## src/rtl/ssm_tile_scheduler.sv

```systemverilog
// Issues (head, p-tile) work items to the shared SSM engine and tracks
// in-order completions for one token.
//   state | meaning
//   IDLE  | waiting for start; counters hold last token's result
//   ISSUE | offering items head-major, up to MAX_OUT in flight
//   DRAIN | every item issued, waiting for the remaining completions
//   DONE  | one-cycle token-done pulse
module ssm_tile_scheduler #(
  parameter int H       = 4,
  parameter int P       = 4,
  parameter int PT      = 2,
  parameter int MAX_OUT = 2,
  parameter int HW      = (H > 1) ? $clog2(H) : 1,
  parameter int TW      = ((P / PT) > 1) ? $clog2(P / PT) : 1,
  localparam int NPT    = P / PT,
  localparam int NT     = H * NPT,
  localparam int CW     = $clog2(NT + 1)
) (
  input  logic          clk,
  input  logic          rst,
  input  logic          start,
  output logic          eng_start,
  input  logic          eng_ready,
  output logic [HW-1:0] eng_head,
  output logic [TW-1:0] eng_ptile,
  input  logic          eng_done,
  output logic          head_done,
  output logic [HW-1:0] head_done_idx,
  output logic          busy,
  output logic [CW-1:0] tiles_done,
  output logic          done,
  output logic          err
);

  typedef enum logic [1:0] {S_IDLE, S_ISSUE, S_DRAIN, S_DONE} state_t;

  localparam int IW = $clog2(MAX_OUT + 1);
  localparam logic [CW-1:0] LAST_ITEM = CW'(NT - 1);
  localparam logic [IW-1:0] MAX_C     = IW'(MAX_OUT);
  localparam logic [TW-1:0] LAST_T    = TW'(NPT - 1);
  localparam logic [HW-1:0] LAST_H    = HW'(H - 1);

  state_t        state, state_nxt;
  logic [CW-1:0] issued, completed;
  logic [IW-1:0] inflight;
  logic [HW-1:0] head_q, done_head;
  logic [TW-1:0] ptile_q, done_ptile;
  logic          active, xfer, done_ok;

  assign active  = (state == S_ISSUE) || (state == S_DRAIN);
  assign xfer    = eng_start && eng_ready;
  // a completion only counts against an item actually in flight
  assign done_ok = eng_done && active && (inflight != '0);

  always_ff @(posedge clk) begin
    if (rst) state <= S_IDLE;
    else     state <= state_nxt;
  end

  always_comb begin
    state_nxt = state;
    case (state)
      S_IDLE:  if (start) state_nxt = S_ISSUE;
      S_ISSUE: if (xfer && issued == LAST_ITEM) state_nxt = S_DRAIN;
      S_DRAIN: if (done_ok && completed == LAST_ITEM) state_nxt = S_DONE;
      S_DONE:  state_nxt = S_IDLE;
      default: state_nxt = S_IDLE;
    endcase
  end

  always_comb begin
    eng_start = (state == S_ISSUE) && (inflight < MAX_C) && (issued <= LAST_ITEM);
    busy      = active;
    done      = (state == S_DONE);
  end

  assign eng_head   = head_q;
  assign eng_ptile  = ptile_q;
  assign tiles_done = completed;

  always_ff @(posedge clk) begin
    if (rst) begin
      issued        <= '0;
      completed     <= '0;
      inflight      <= '0;
      head_q        <= '0;
      ptile_q       <= '0;
      done_head     <= '0;
      done_ptile    <= '0;
      head_done     <= 1'b0;
      head_done_idx <= '0;
      err           <= 1'b0;
    end else begin
      head_done <= 1'b0;
      if (state == S_IDLE && start) begin
        issued     <= '0;
        completed  <= '0;
        inflight   <= '0;
        head_q     <= '0;
        ptile_q    <= '0;
        done_head  <= '0;
        done_ptile <= '0;
      end else begin
        if (xfer) begin
          issued <= issued + 1'b1;
          if (ptile_q == LAST_T) begin
            ptile_q <= '0;
            head_q  <= (head_q == LAST_H) ? '0 : head_q + 1'b1;
          end else begin
            ptile_q <= ptile_q + 1'b1;
          end
        end
        if (done_ok) begin
          completed <= completed + 1'b1;
          if (done_ptile == LAST_T) begin
            done_ptile    <= '0;
            done_head     <= (done_head == LAST_H) ? '0 : done_head + 1'b1;
            head_done     <= 1'b1;
            head_done_idx <= done_head;
          end else begin
            done_ptile <= done_ptile + 1'b1;
          end
        end
        case ({xfer, done_ok})
          2'b10:   inflight <= inflight + 1'b1;
          2'b01:   inflight <= inflight - 1'b1;
          default: inflight <= inflight;
        endcase
      end
      if (eng_done && !done_ok) err <= 1'b1;
    end
  end

endmodule

```

## config.mk

```make
export PLATFORM = sky130hd
export DESIGN_NAME = ssm_tile_scheduler
export DESIGN_NICKNAME = d
export VERILOG_FILES = /design/src/rtl/ssm_tile_scheduler.sv
export SDC_FILE = /design/constraint.sdc
export NUM_CORES = 1
export LEC_CHECK = 0
export CAP_MARGIN = 20
export CORE_ASPECT_RATIO = 0.75
export CORE_UTILIZATION = 40
export DETAILED_ROUTE_END_ITERATION = 8
export GPL_ROUTABILITY_DRIVEN = 0
export HOLD_SLACK_MARGIN = 0.12
export PLACE_DENSITY = 0.67
export SLEW_MARGIN = 5
export SYNTH_ARGS = -nofsm -noshare
export SYNTH_HDL_FRONTEND = slang
export SYNTH_SLANG_ARGS = --single-unit
```

## constraint.sdc

```tcl
create_clock -name clk -period 3.2 [get_ports clk]
set_input_delay 0.48 -clock clk [delete_from_list [all_inputs] [get_ports clk]]
set_output_delay 0.48 -clock clk [all_outputs]
set_load 0.05 [all_outputs]
```

* Word level (Yosys, flattened, before mapping) *
Index checks and enable logic that the tools add are counted.

operators by class
  add/sub/neg operators = 8
  bitwise operators = 2
  equal/unequal tests = 12
  reductions and logical operators = 20
  muxes and demuxes = 10
  order comparisons = 2

operators with widths
  operator               count
  $eq A2 B2 Y1 const B   5
  $mux W2                5
  $logic_and A1 B1 Y1    9
  $add A4 B1 Y4 const B  2
  $eq A4 B3 Y1 const B   2
  $pmux W2 S4            1
  $add A2 B1 Y2 const B  3
  $reduce_and A3 Y1      2
  $eq A2 B1 Y1 const B   2
  $le A4 B3 Y1 const B   1
  $ne A2 B1 Y1 const B   2
  $pmux W2 S2            1
  $reduce_and A2 Y1      2
  $reduce_bool A2 Y1     2
  $mux W1                3
  $reduce_or A3 Y1       1
  $add A1 B1 Y1 const B  2
  $logic_not A2 Y1       1
  $lt A2 B2 Y1 const B   1
  $ne A2 B2 Y1 const B   1
  $not A1 Y1             2
  $reduce_or A2 Y1       1
  $sub A2 B1 Y2 const B  1
  $logic_not A1 Y1       1
  $logic_or A1 B1 Y1     1

word-level totals
  word-level logic and storage cells = 65
  register bits after elaboration = 22
  input bits = 5
  output and inout bits = 14

* Logic depth before layout (Yosys ltp) *
Gate-level depths: netlist (run 1).

  depth after elaboration = 7
  mapped depth = 9
  gate-level depth less buffers = 8

* Worst setup path after synthesis (run 1) *
OpenSTA, ideal clock, no wires.

  path kind = register -> output
  from = register state[1]
  to = output eng_start
  data arrival time = 1.806 ns
  buffers on the path = 0
  stages on the path, launching flop included = 4
  data required time = 2.720 ns
  path slack = 0.914 ns
  cell sequence = dfxtp_1 inv_1 ha_1 nor3b_1

between the ends
  word-level cells in the longest chain between the ends = 3

RTL lines
  element                            RTL line  text
  start: declaration                 43        state_t state, state_nxt;
  start signal: assignment           57        else state <= state_nxt;
  $eq A2 B1 Y1                       72        eng_start = (state == S_ISSUE) && (inflight < MAX_C) && (issued <= LAST_ITEM);
  $logic_and A1 B1 Y1 (2 in series)  72
  end: declaration                   22        output logic eng_start,

Every way passes these cells.

* Worst setup path in the final report (run 1) *
Ends and elaborated chain as after synthesis.

==> metrics.cfg, run 1 <==
[die]
fp.dieH_um = 46.50
row_count = 15
core_um2 = 2402
initial_utilization_pct = 43.96
die_w_um = 61.33
io_pins = 19
die-area_um2 = 2852

[place]
io_buffers = 18
hpwlAfterDp_um = 1449
pre_cts_ws_ns = 0.9027
dp_cells = 157

[yosys]
synth_area_per_cell_um2 = 9.869
ys_seq_area_share_pct = 41.71
yosysWarningCount = 0
yosys_most_used_dff = dfxtp_1
synth-edff-count = 0
syn_area_um2 = 1056
synthesis.nets = 122
ys_seq_elements = 22
netlist_instances = 107
yosysUniqueCellTypes = 29
synth_async_sr_flop_share_pct = 0

[cells_and_area]
post-route-util_pct = 54.27
antenna_cells = 0
nNetsFinal = 143
drive_above_1_share_pct = 8.661
syn2layout_area_growth_pct = 23.46
stdcell_count = 161

[clocking]
postCtsSetupRepairBufs = 0
clock-sinks = 22
htreeDepth = 1
clock_path_buffers = 2
clkTransAtPathRegs_ns = 0.12
cts_buffers = 3
root_buffer = clkbuf_4
cts_hold_buf = 0
clk_latency_ns = 0.31
cts_resized = 0
cts_tree = yes

[worst_setup_path]
arrival_ns = 2.04
r2r_start = state[0]
startpoint = state[1]
worst_ep_required_time_ns = 2.72
worst-path-max-fanout = 4
end_kind = output pin
slowest_stage = clkdlybuf4s50_1
r2r_setup_slack_ns = 1.04
cp-start-kind = register
crit_chain = inv_1, ha_1, nor3b_1, clkdlybuf4s50_1
critPathKind = reg -> out
cpPeakStageDelay_ns = 0.83

[sta]
post-route-period-util_pct = 78.85
fin_ws_ns = 0.6769
totalNegativeSetupSlack_ns = 0
min_period_ns = 2.523
grt_setup_unrepaired = no
hold_viol_final = 0
fin_hold_ws_ns = 0.4943
fin_skew_ns = 0.001844
finalMaxSlewViolations = 0
timing.fmax_mhz = 396.3
relSlewSlack_pct = 65.43
finalSetupViolCount = 0
worstMarginPinSlew_ns = 0.5186

[routing]
drtAntennaViolNets = 0
vias_per_cell = 4.752
vias = 765
drtPass1Iterations = 4
wirelength_um = 1890
drc = 0
drt-wirelength-per-cell_um = 11.74
drtIter0Drc = 22

[min_path]
hold_start = err
hp-class = reg -> reg

[grt]
grt_pass1_wl_um = 3029
antenna_found_initial = 0
first_global_vias = 662
grt_max_degree = 17
track_usage_pct = 15.12
grt_overflow = 0

[job]
drv_cap = 0

[pwr]
peakVddDrop_mv = 0.3341
cellLeakagePower_nw = 0.5461
power.density_nw_per_um2 = 597.0

[run_status]
status = finished, final reports clean

cell families after synthesis:
group | synth area share [%]
simple gates | 18.01
fa+ha+maj | 11.85
xor+xnor | 7.464
compound gates | 12.56
flops | 41.71
mux | 4.740
buf+inv | 3.672
where the power goes:
part           switching [mW]  internal [mW]  leakage [nW]
Sequential             0.0208          0.294         0.178
Combinational           0.186          0.122         0.347
Clock                  0.0861         0.0695        0.0210
final cells by class:
| type | count | area [um2] |
|---|---|---|
| Clock buffer | 4 | 36.28 |
| Fill cell | 245 | 1099 |
| Inverter | 5 | 20.02 |
| Multi-Input combinational cell | 77 | 576.8 |
| Sequential cell | 22 | 440.4 |
| Tap cell | 34 | 42.54 |
| Timing Repair Buffer | 19 | 187.7 |
synth_stat cells, types with 2 or more instances:
cell	instances	share of area, %
o21ai_0	3	1.4
dfxtp_1	22	42
nand2b_1	3	1.8
mux2i_1	5	4.7
a21o_1	2	1.4
clkbuf_1	2	0.71
inv_1	4	1.4
nor2_1	15	5.3
xnor2_1	5	4.1
xor2_1	4	3.3
ha_1	10	12
nand2_1	7	2.5
a21oi_1	6	2.8
nand3_1	3	1.4
or3_1	2	1.2
through the flow:
step | power [mW] | instance area, um2
5_1_grt | 0.8255 | 1304
3_3_place_gp | 0.6253 | 1267
3_5_place_dp | 0.6338 | 1267
6_report | 0.7784 | 1304
4_1_cts | 0.7902 | 1304
2_1_floorplan | 0.5623 | 1056
flip-flops by register name, indices dropped and copies added (netlist names):
signal	cells
eng_ptile	1
issued	4
head_done_idx	2
head_done	1
done_head	2
err	1
done_ptile	1
state	2
inflight	2
tiles_done	4
eng_head	2
path summary, 6_finish.rpt:
| path | endpoint | cells after the start |
|---|---|---|
| max | eng_start | 4 |
| min | err | 2 |
| min reg2reg | err | 2 |
| max reg2reg | inflight[1] | 7 |
worst max-delay path, delay by kind of cell (launching register included):
family | cells | cell delay (ns)
simple gates | 1 | 0.20
buf+inv | 2 | 0.94
flops | 1 | 0.36
fa+ha+maj | 1 | 0.24
routing by layer:
layer  global-route usage, %  wire length [um]  vias to the layer above
li1                        -                 -                      408
met1                   20.51               965                      341
met2                   22.39               827                       14
met3                   5.899                84                        2
met4                   4.000                12                        0
met5                       0                 0                        -
layout by cell type (no fill, tap or decap), drive strengths merged, types with 2 or more instances in the layout:
cell type	n
a21o	2
a21oi	7
clkbuf	4
clkdlybuf4s50	18
dfxtp	22
ha	10
inv	4
mux2i	5
nand2	8
nand2b	3
nand3	3
nor2	15
o21ai	3
or3	2
xnor2	5
xor2	4
Power figures use the tool's default switching activity.
==> run 2, diff against run 1 <==
==> constraint.sdc (replaced) <==
create_clock -name clk -period 2.36 [get_ports clk]
set_input_delay 0.354 -clock clk [delete_from_list [all_inputs] [get_ports clk]]
set_output_delay 0.354 -clock clk [all_outputs]
set_load 0.05 [all_outputs]
==> run 2 against run 1 <==
Critical path depth up 3. Global-route usage up 0.45 points. First-iteration DRC count up 36%. Core utilization up 0.68 points. Non-clock buffer count unchanged. Clock skew up 0.0042 ns. Clock power up 82%. Final area up 1.2%. Setup slack worse by 0.40 ns. Worst hold slack worse by 0.013 ns. Critical path type is now reg -> reg. Highest routed layer unchanged.
==> metrics.cfg, run 2 (synthesis results as in run 1) <==
[cells_and_area]
multiInputGateArea_um2 = 576.8
fillers = 243
syn2layout_area_growth_pct = 25.00
layout.cells.most_common_list = dfxtp_1, clkdlybuf4s50_1, nor2_1, ha_1, nand2_1
antenna_cells = 0
drive_above_1_share_pct = 9.449
final_common_cell = dfxtp_1
nNetsFinal = 143
seq_area_um2 = 440.4

[die]
die-area_um2 = 2852
row_count = 15
fp.dieH_um = 46.50
io_pins = 19
initial_utilization_pct = 43.96
core_um2 = 2402
die_w_um = 61.33

[job]
drv_cap = 0

[pwr]
cellLeakagePower_nw = 0.5680
power.total_mw = 1.128
peakVddDrop_mv = 0.3212
power.density_nw_per_um2 = 854.3

[worst_setup_path]
worst_ep_required_time_ns = 2.60
cpPeakStageDelay_ns = 0.40
critPathMostFrequentCell = ha_1
reg2reg_depth = 7
crit_buf_inv = 2
worst-path-max-fanout = 8
cp-start-kind = register
end_kind = register
slowest_stage = dfxtp_1
critical_path.top_delay_family = adder cells
crit_chain = inv_1, ha_1, o211ai_2, clkinv_2, ha_1, or3_1, a21oi_1
path_depth = 7
critPathKind = reg -> reg
arrival_ns = 2.33

[routing]
vias_per_cell = 4.677
vias = 753
wirelength_um = 1918
drc = 0
drtPass1Iterations = 4
drtAntennaViolNets = 0
drt-wirelength-per-cell_um = 11.91
drtIter0Drc = 30

[sta]
fin_skew_ns = 0.006052
post-route-period-util_pct = 88.47
hold_viol_final = 0
grt_setup_unrepaired = no
worstMarginPinSlew_ns = 0.5222
relSlewSlack_pct = 65.19
finalSetupViolCount = 0
min_period_ns = 2.088
finalMaxSlewViolations = 0
timing.fmax_mhz = 479.0
totalNegativeSetupSlack_ns = 0

[clocking]
root_buffer = clkbuf_4
clkTransAtPathRegs_ns = 0.12
cts_tree = yes
clock-sinks = 22
cts_buffers = 3
htreeDepth = 1
clock_path_buffers = 2
cts_hold_buf = 0
clk_latency_ns = 0.30

[grt]
first_global_vias = 695
grt_max_degree = 17
track_usage_pct = 15.57
grt_overflow = 0
grt_pass1_wl_um = 3174
antenna_found_initial = 0

[place]
io_buffers = 18
hpwlAfterDp_um = 1481

[run_status]
status = finished, final reports clean

[min_path]
hp-class = reg -> reg
whs_path_depth = 2

-- run 2: final cells by class --
cell class,instances,area share (%)
clock buffers,3,1.706
repair buffers,19,14.22
inverters,5,1.517
clock inverters,1,2.275
well taps,34,3.223
multi-input cells,77,43.70
flip-flops and latches,22,33.36
-- run 2: stage by stage --
step	utilization [%]	hold slack (ns)	area, um2	std cells	setup slack (ns)
2_1_floorplan	-	0.4524	1056	107	0.1524
3_3_place_gp	52.66	0.4624	1265	157	0.3487
3_5_place_dp	52.66	0.4608	1265	157	0.2699
4_1_cts	54.84	0.4864	1318	161	0.002850
5_1_grt	54.95	0.5175	1320	161	0.1039
6_report	54.95	0.4813	1320	161	0.2721
-- run 2: path summary, 6_finish.rpt --
kind,start,endpoint,slack [ns]
max,state[0],inflight[1],0.27
min reg2reg,err,err,0.48
min,err,err,0.48
max reg2reg,state[0],inflight[1],0.27
-- run 2: layer usage --
layer | part of all wire [%] | up-vias | global-route usage, %
met1 | 52 | 339 | 21.25
met4 | 0.73 | 0 | 4.000
met5 | 0 | - | 0
met2 | 44 | 9 | 23.04
li1 | - | 403 | -
met3 | 3.5 | 2 | 5.899
-- run 2: report_power, final --
group          internal, mW  leakage [nW]  switching [mW]
sequential            0.398         0.178          0.0291
clock                 0.172        0.0279           0.112
combinational         0.161         0.362           0.256
total                 0.731         0.568           0.397
-- run 2: what timing repair did --
action                                  CTS  global route
endpoints found under the setup margin    0             1
buffers inserted                          0             0
resized for setup                         0             1
hold endpoints to repair                  0             0
-- run 2: tightest hold or removal path: stages, from the launching register on --
cell and delay (ns):
dfxtp_1 0.35, a21oi_1 0.04, nor2_1 0.07
==> run 3, diff against run 2 <==
--- a/config.mk
+++ b/config.mk
@@ -5,11 +5,9 @@
 export SDC_FILE = /design/constraint.sdc
 export NUM_CORES = 1
 export LEC_CHECK = 0
-export CAP_MARGIN = 20
 export CORE_ASPECT_RATIO = 0.75
 export CORE_UTILIZATION = 40
 export DETAILED_ROUTE_END_ITERATION = 8
-export GPL_ROUTABILITY_DRIVEN = 0
 export HOLD_SLACK_MARGIN = 0.12
 export PLACE_DENSITY = 0.67
 export SLEW_MARGIN = 5
==> results of run 3 <==
The final DEF is identical to that of run 2; final timing and power are the same.
